File: src/rtl/oam_dma.sv
// Game Boy OAM DMA bus initiator: a write to the DMA register copies
// LENGTH bytes from {src_hi,8'h00} to DEST_BASE, one read + one write per byte.
module oam_dma #(
    parameter logic [15:0] REG_ADDR  = 16'hFF46,
    parameter logic [15:0] DEST_BASE = 16'hFE00,
    parameter int          LENGTH    = 160
) (
    input  logic        clk,
    input  logic        reset_n,
    input  logic [15:0] cpu_addr,
    input  logic [7:0]  cpu_data_w,
    input  logic        cpu_write_enable,
    output logic [7:0]  cpu_data_r,
    output logic        cpu_data_active,
    output logic [15:0] dma_addr,
    input  logic [7:0]  dma_data_r,
    output logic [7:0]  dma_data_w,
    output logic        dma_write_enable,
    output logic        dma_active
);

    localparam logic [1:0] IDLE  = 2'd0;
    localparam logic [1:0] READ  = 2'd1;
    localparam logic [1:0] WRITE = 2'd2;

    localparam logic [7:0] LAST = 8'(LENGTH - 1);

    logic [1:0] state;
    logic [7:0] src_hi;
    logic [7:0] idx;
    logic [7:0] data_buf;
    logic       reg_hit;
    logic       reg_write;

    assign reg_hit         = (cpu_addr == REG_ADDR);
    assign reg_write       = cpu_write_enable && reg_hit;
    assign cpu_data_active = !cpu_write_enable && reg_hit;

    // A register write always wins, even on the final WRITE edge.
    always_ff @(posedge clk or negedge reset_n) begin
        if (!reset_n) begin
            state    <= IDLE;
            src_hi   <= 8'hFF;
            idx      <= 8'h00;
            data_buf <= 8'h00;
        end else if (reg_write) begin
            src_hi <= cpu_data_w;
            idx    <= 8'h00;
            state  <= READ;
        end else begin
            case (state)
                READ: begin
                    data_buf <= dma_data_r;
                    state    <= WRITE;
                end
                WRITE: begin
                    if (idx == LAST) begin
                        state <= IDLE;
                    end else begin
                        idx   <= idx + 8'd1;
                        state <= READ;
                    end
                end
                default: state <= IDLE;
            endcase
        end
    end

    always_ff @(negedge clk or negedge reset_n) begin
        if (!reset_n) begin
            cpu_data_r <= 8'hFF;
        end else if (reg_hit) begin
            cpu_data_r <= src_hi;
        end
    end

    // Outputs are pure decodes of state so async reset clears them at once.
    always_comb begin
        dma_active       = 1'b0;
        dma_write_enable = 1'b0;
        dma_addr         = 16'h0000;
        dma_data_w       = data_buf;
        case (state)
            READ: begin
                dma_active = 1'b1;
                dma_addr   = {src_hi, idx};
            end
            WRITE: begin
                dma_active       = 1'b1;
                dma_write_enable = 1'b1;
                dma_addr         = DEST_BASE + {8'h00, idx};
            end
            default: begin
                dma_active = 1'b0;
            end
        endcase
    end

endmodule
File: config.mk
export PLATFORM = sky130hd
export DESIGN_NAME = oam_dma
export DESIGN_NICKNAME = d
export VERILOG_FILES = /design/src/rtl/oam_dma.sv
export SDC_FILE = /design/constraint.sdc
export NUM_CORES = 1
export LEC_CHECK = 0
export CAP_MARGIN = 20
export CELL_PAD_IN_SITES_DETAIL_PLACEMENT = 0
export CELL_PAD_IN_SITES_GLOBAL_PLACEMENT = 2
export CORE_MARGIN = 2
export CORE_UTILIZATION = 23
export DETAILED_ROUTE_END_ITERATION = 7
export PLACE_DENSITY = 0.83
export SYNTH_ARGS = -nofsm -noshare
export SYNTH_HDL_FRONTEND = slang
export SYNTH_SLANG_ARGS = --single-unit
File: constraint.sdc
create_clock -name clk -period 2 [get_ports clk]
set_clock_uncertainty 0.15 [all_clocks]
set_input_delay 0.4 -clock clk [delete_from_list [all_inputs] [get_ports clk]]
set_output_delay 0.4 -clock clk [all_outputs]
set_load 0.05 [all_outputs]
**After elaboration in Yosys (flattened, before gate mapping)**

Index checks and enable logic that the tools add are counted.

- Bits in registers: 34
- Bits in latches: 0
- RAM bits: 0
- ROM bits: 0
- Input bits: 35
- Output and inout bits: 35
- Logic and storage cells: 29
- Memories kept: 0

- $add $sub $neg: 2
- Multipliers: 0
- Divide/modulo/power cells: 0
- Order comparisons: 0
- Eq/ne operators: 5
- Shifts and indexed selects: 0
- Multiplexer cells: 9
- Bitwise operators: 1
- Reduce and logical (&&, ||, !) cells: 7

Operators with widths:

| cell | count |
|---|---|
| case mux 16 bit (2 select lines) | 1 |
| two-way mux 8 bit | 3 |
| equality test 16 bit, second input constant | 1 |
| adder 10 x 9 -> 11 bit, first input constant | 1 |
| adder 8 x 1 -> 8 bit, second input constant | 1 |
| equality test 8 bit, second input constant | 1 |
| case mux 2 bit (2 select lines) | 1 |
| AND reduction 2 bit | 2 |
| two-way mux 1 bit | 3 |
| equality test 2 x 1 -> 1 bit, second input constant | 1 |
| equality test 2 bit, second input constant | 1 |
| logical AND 1 bit | 2 |
| two-way mux 2 bit | 1 |
| != test 2 bit, second input constant | 1 |
| nonzero test 2 bit | 1 |
| OR reduction 2 bit | 1 |
| zero test 1 bit | 1 |
| inverter 1 bit | 1 |

**Longest topological paths before layout**

Gate-level depths: netlist of the first run.

- Word-level depth: 4
- Depth in mapped cells: 6
- Depth with buffers taken out: 6

==> results of run 1 <==
[cell usage in the layout (no fill, tap or decap), types with 2 or more instances in the layout]
cell | Yosys | final
buf_12 | 1 | 29
dfrtp_1 | 18 | 18
buf_4 | 0 | 17
clkdlybuf4s50_1 | 0 | 17
mux2_4 | 1 | 16
dfstp_2 | 16 | 16
buf_6 | 1 | 10
and2_4 | 0 | 9
inv_1 | 4 | 8
mux2_2 | 23 | 8
dlygate4sd2_1 | 0 | 8
o21a_4 | 0 | 7
nand2_1 | 6 | 6
nor2_4 | 0 | 5
nor2_1 | 12 | 5
clkbuf_8 | 0 | 5
buf_2 | 0 | 4
dlymetal6s2s_1 | 0 | 4
nand4_1 | 3 | 3
inv_2 | 0 | 3
a21boi_4 | 0 | 2
xnor2_1 | 2 | 2
nor2_2 | 0 | 2
nor3_1 | 2 | 2
o21ai_0 | 2 | 2
a21oi_2 | 0 | 2
xor2_1 | 2 | 2
ha_4 | 0 | 2
[through the flow]
| step | setup TNS, ps | utilization | hold WS [ps] | instances |
|---|---|---|---|---|
| 2_1_floorplan | -14070 | - | -45.6 | 132 |
| 3_3_place_gp | -28040 | 0.418 | 341 | 304 |
| 3_5_place_dp | -29350 | 0.418 | 347 | 304 |
| 4_1_cts | -18570 | 0.464 | 135 | 328 |
| 5_1_grt | -16970 | 0.473 | 168 | 330 |
| 6_report | -14090 | 0.473 | 128 | 330 |
[power by group through the flow]
stage               logic, W  clock network [W]  registers (W)
finish              0.000704           0.000601       0.000893
global route        0.000741           0.000671       0.000910
CTS                 0.000687           0.000616       0.000894
detailed placement  0.000690          0.0000278       0.000901
global placement    0.000680          0.0000278       0.000897
floorplan           0.000145          0.0000278        0.00118
[worst max-delay path: stages]
cell    delay [ps]
buf_6           90
or4b_4         550
nor4_4         210
buf_4          210
mux2_4         300
[cell families (layout without fill, tap and decap cells)]
kind of cell,after synthesis,in the layout,synth area share
adders and majority gates,3,3,0.0229
xor gates and xnor gates,4,4,0.0213
AOI/OAI and AO/OA,15,16,0.0617
and+or+nand+nor,43,43,0.158
muxes,25,25,0.173
DFF,34,34,0.530
buffers and inverters,8,109,0.0327
[area by class of cell]
| type | count | area (um^2) |
|---|---|---|
| fillers | 619 | 3620 |
| flip-flops and latches | 34 | 871 |
| multi-input cells | 91 | 978 |
| clock buffers | 5 | 68.8 |
| repair buffers | 90 | 1150 |
| well taps | 96 | 120 |
| clock inverters | 11 | 53.8 |
| inverters | 3 | 11.3 |
[state kept, by name, indices dropped and copies added (netlist names)]
register and cells:
cpu_data_r 8, state 2, src_hi 8, idx 8, dma_data_w 8
[layer usage]
layer	part of all wire	track usage	routed length [um]
met5	0	0	0
met4	0.0017	0.0248	8
met3	0.046	0.0308	217
met2	0.50	0.200	2370
met1	0.45	0.172	2170
[path summary, 6_finish.rpt]
| kind | startpoint | end | slack [ps] | depth (start not counted) |
|---|---|---|---|---|
| max | cpu_addr[7] | cpu_data_r[3] | -630 | 5 |
| min | reset_n | src_hi[4] | 130 | 1 |
| max reg2reg | src_hi[4] | cpu_data_r[4] | 120 | 1 |
| min reg2reg | dma_data_w[2] | dma_data_w[2] | 370 | 1 |
| max in group asynchronous | reset_n | cpu_data_r[6] | 580 | 1 |
| min in group clk | dma_data_w[2] | dma_data_w[2] | 370 | 1 |
[timing repair]
item                                    4_1_cts  5_1_grt
endpoints found under the hold margin         0        0
endpoints found under the setup margin       59       59
pin swaps                                     8        5
setup buffers                                 6        4
gates cloned                                  3        0
resized for setup                            60       16
==> flow_summary.yaml, run 1 <==
drt:
  wl_mm: 4.77
  ant_nets: 0
  post_drt_via_cell_ratio: 4.21
  wl_per_cell_um: 14.4
  first_pass_iters: 2
  vias: 1389
  post-route-drc-count: 0
  drt_iter0_markers: 48
synthesis:
  async_flop_share: 1.00
  yosysTopAreaCellShare: 0.274
  yosysWarnings: 0
  synth_area_um2: 1640
  synth.area.top_cells: "dfrtp_1 (27%), dfstp_2 (26%), mux2_2 (16%), and2_1 (3.4%), o21a_1 (3.2%)"
  synth_nets: 170
  syn-instance-count: 132
  post_synth.cell_area_avg_um2: 12.4
  yosysUniqueCellTypes: 33
  synth_top_area_cell: "dfrtp_1"
  yosysMostFrequentCell: "mux2_2"
  synth_ff_type: "dfrtp_1"
  synth.ff_latch_count: 34
  yosysSeqAreaShare: 0.530
  synth_commonest_cells: "mux2_2 (23), dfrtp_1 (18), dfstp_2 (16)"
  synth_edf_count: 0
place:
  dp_hpwl_mm: 3.12
  dpl-instance-area_um2: 2870
  place_congestion: 0.705
  portBuffers: 69
  place_ws_ps: -1310
power_and_ir_drop:
  switchingPower_w: 0.000850
  power_per_cell_area_nw_per_um2: 677
  p_sw_frac: 0.387
  power_frac_clock: 0.273
  ir_worst_vdd_uv: 770
  p_leak_nw: 1.37
  power.total_w: 0.00220
  p_int_w: 0.00135
  combPwrFrac: 0.320
  seq_power_share: 0.406
clock_network:
  root_buffer: "clkbuf_8"
  worstSkewPairLatency_ps: 290
  cts_hold_buf: 0
  cts.clk_slew.worst_paths_ps: 90
  h-tree-depth: 2
  tritoncts: "yes"
  cts_inserted_buffers: 5
  clockBufferDepth: 2
  cts_sinks: 34
sta:
  setup_viol: 56
  maxSlewHeadroom: 0.765
  layout_setup_ws_ps: -633
  finalHoldViolCount: 0
  maxSlewViolCount: 0
  tightest_slew_ps: 353
  rsz0062_at_grt: "yes"
floorplanning:
  coreArea_um2: 6870
  die_x_um: 88.5
  fp-row-count: 30
  initial_core_util: 0.239
  die_y_um: 88.5
  die_area_um2: 7830
  io_pins: 70
grt:
  antenna_found_initial: 0
  grt_usage: 0.124
  overflow: 0
  grt_pass1_wl_mm: 7.42
  grt_pass1_vias: 1422
  grt_max_degree: 21
worst_setup_path:
  end_kind: "flip-flop"
  cp-start-kind: "primary input"
  arrival_ps: 1750
  cp.required_ps: 1120
  worstPathMaxFanout: 4
  path_class: "primary input to flip-flop"
final_layout:
  area.growth.synth_to_final_pct: 97.8
  stdcell_area_um2: 3250
  layout-drive-gt1-share: 0.628
  antenna_cells: 0
  layout.nets: 271
job:
  cap_violations: 0
run_status:
  violations: "negative setup slack"
  status: "finished with violations"
worst_hold_path:
  hp-class: "primary input to async pin"
(Power assumes the default switching activity.)
==> run 2, diff against run 1 <==
--- a/config.mk
+++ b/config.mk
@@ -11,6 +11,7 @@
 export CORE_MARGIN = 2
 export CORE_UTILIZATION = 23
 export DETAILED_ROUTE_END_ITERATION = 7
+export HOLD_SLACK_MARGIN = 0.08
 export PLACE_DENSITY = 0.83
 export SYNTH_ARGS = -nofsm -noshare
 export SYNTH_HDL_FRONTEND = slang
==> results of run 2 <==
The final DEF is identical to that of run 1; final timing and power are the same.
==> run 3, diff against run 2 <==
--- a/config.mk
+++ b/config.mk
@@ -9,10 +9,11 @@
 export CELL_PAD_IN_SITES_DETAIL_PLACEMENT = 0
 export CELL_PAD_IN_SITES_GLOBAL_PLACEMENT = 2
 export CORE_MARGIN = 2
-export CORE_UTILIZATION = 23
+export CORE_UTILIZATION = 34
 export DETAILED_ROUTE_END_ITERATION = 7
+export DONT_BUFFER_PORTS = 1
 export HOLD_SLACK_MARGIN = 0.08
-export PLACE_DENSITY = 0.83
+export PLACE_DENSITY = 0.82
 export SYNTH_ARGS = -nofsm -noshare
 export SYNTH_HDL_FRONTEND = slang
 export SYNTH_SLANG_ARGS = --single-unit
==> run 3 against run 2 <==
Compared with the run above: the run still ends with negative setup slack left; sequential share of layout area grew 9.6 points; clock power grew 13%; register-to-register slack is essentially flat; critical path depth shrank 5; total power shrank 5.9%; largest power group unchanged.
==> flow_summary.yaml, run 3 (same netlist as run 1, synthesis figures left out) <==
floorplanning:
  die_x_um: 73.5
  initial_core_util: 0.350
  io_pins: 70
  die_y_um: 73.5
  fp-row-count: 25
  coreArea_um2: 4690
  die_area_um2: 5400
final_layout:
  fin_util: 0.510
  layout-drive-gt1-share: 0.609
  fin_cells: 223
  layout.nets: 206
  most-common-layout-cells: "dfrtp_1 (18), dfstp_2 (16), mux2_4 (15)"
  stdcell_area_um2: 2390
  antenna_cells: 0
  area.growth.synth_to_final_pct: 45.5
  final_common_cell: "dfrtp_1"
worst_setup_path:
  cp-start-kind: "flip-flop"
  arrival_ps: 2030
  worst_r2r_path_depth: 1
  regToRegStartpoint: "src_hi[7]"
  path_class: "flip-flop to output pin"
  r2r-end: "cpu_data_r[7]"
  ff2ff_setup_slack_ps: 130
  cp.required_ps: 1450
  worstPathMaxFanout: 2
  end_kind: "output pin"
run_status:
  status: "finished with violations"
  violations: "negative setup slack"
worst_hold_path:
  hold_path_end: "dma_data_w[4]"
  min_from: "dma_data_r[4]"
  hp-class: "primary input to flip-flop"
  holdPathStages: 1
clock_network:
  h-tree-depth: 2
  tritoncts: "yes"
  cts.clk_slew.worst_paths_ps: 80
  clockBufferDepth: 2
  worstSkewPairLatency_ps: 290
  cts_inserted_buffers: 5
  cts_sinks: 34
  root_buffer: "clkbuf_8"
job:
  cap_violations: 0
sta:
  setup_viol: 32
  whs_ps: 100
  tightest_slew_ps: 495
  finalHoldViolCount: 0
  maxSlewViolCount: 0
  maxSlewHeadroom: 0.670
  layout_setup_ws_ps: -584
  rsz0062_at_grt: "yes"
place:
  place_ws_ps: -886
  placedCellCount: 201
  dpl-instance-area_um2: 2040
  dp_hpwl_mm: 2.76
  place_congestion: 0.685
  portBuffers: 0
drt:
  wl_per_cell_um: 18.1
  vias: 1157
  post_drt_via_cell_ratio: 5.19
  wl_mm: 4.04
  first_pass_iters: 4
  post-route-drc-count: 0
  ant_nets: 0
  drt_iter0_markers: 12
power_and_ir_drop:
  power_per_cell_area_nw_per_um2: 865
  p_leak_nw: 0.979
  ir_worst_vdd_uv: 374
grt:
  overflow: 0
  grt_pass1_wl_mm: 6.32
  antenna_found_initial: 0
  grt_max_degree: 27
  grt_pass1_vias: 1248
  grt_usage: 0.159
[run 3: layer usage]
metal  vias up  track usage  part of all wire
met3         8       0.0576             0.090
met5         -            0                 0
met1       568        0.173              0.40
met4         0       0.0606             0.016
li1        533            -                 -
met2        48        0.280              0.50
[run 3: per-stage QoR]
step / setup TNS [ps] / total power (W)
final: -10460 / 0.00207
after global routing: -12290 / 0.00218
after CTS: -10730 / 0.00208
after detailed placement: -14900 / 0.00141
after global placement: -13990 / 0.00139
after floorplan: -14070 / 0.00135
[run 3: power breakdown]
group / total [W] / internal [W] / switching [W]
Clock: 0.000679 / 0.000389 / 0.000290
Sequential: 0.00120 / 0.000800 / 0.000401
Combinational: 0.000189 / 0.000106 / 0.0000821
[run 3: worst max-delay path by stage]
stage | from | end | slack, ps | depth (start not counted)
floorplan | cpu_addr[5] | cpu_data_r[0] | -960 | 3
global placement | cpu_addr[5] | cpu_data_r[5] | -850 | 4
detailed placement | cpu_addr[5] | cpu_data_r[3] | -890 | 4
CTS | cpu_data_r[0] | cpu_data_r[0] | -590 | 0
global route | cpu_data_r[7] | cpu_data_r[7] | -620 | 0
finish | cpu_data_r[2] | cpu_data_r[2] | -580 | 0
[run 3: repair_timing]
action,CTS,global route
pin swaps,3,4
endpoints found under the setup margin,32,58
cloned,2,1
resized for setup,31,10
hold endpoints to repair,26,0
setup buffers,3,1
hold buffers,2,0
[run 3: area by class of cell]
class                           count  area, um^2
Fill cell                         399        2300
Multi-Input combinational cell     90         927
Clock buffer                        6        72.6
Clock inverter                     10        63.8
Sequential cell                    34         871
Tap cell                           54        67.6
Timing Repair Buffer               26         378
Inverter                            3        11.3
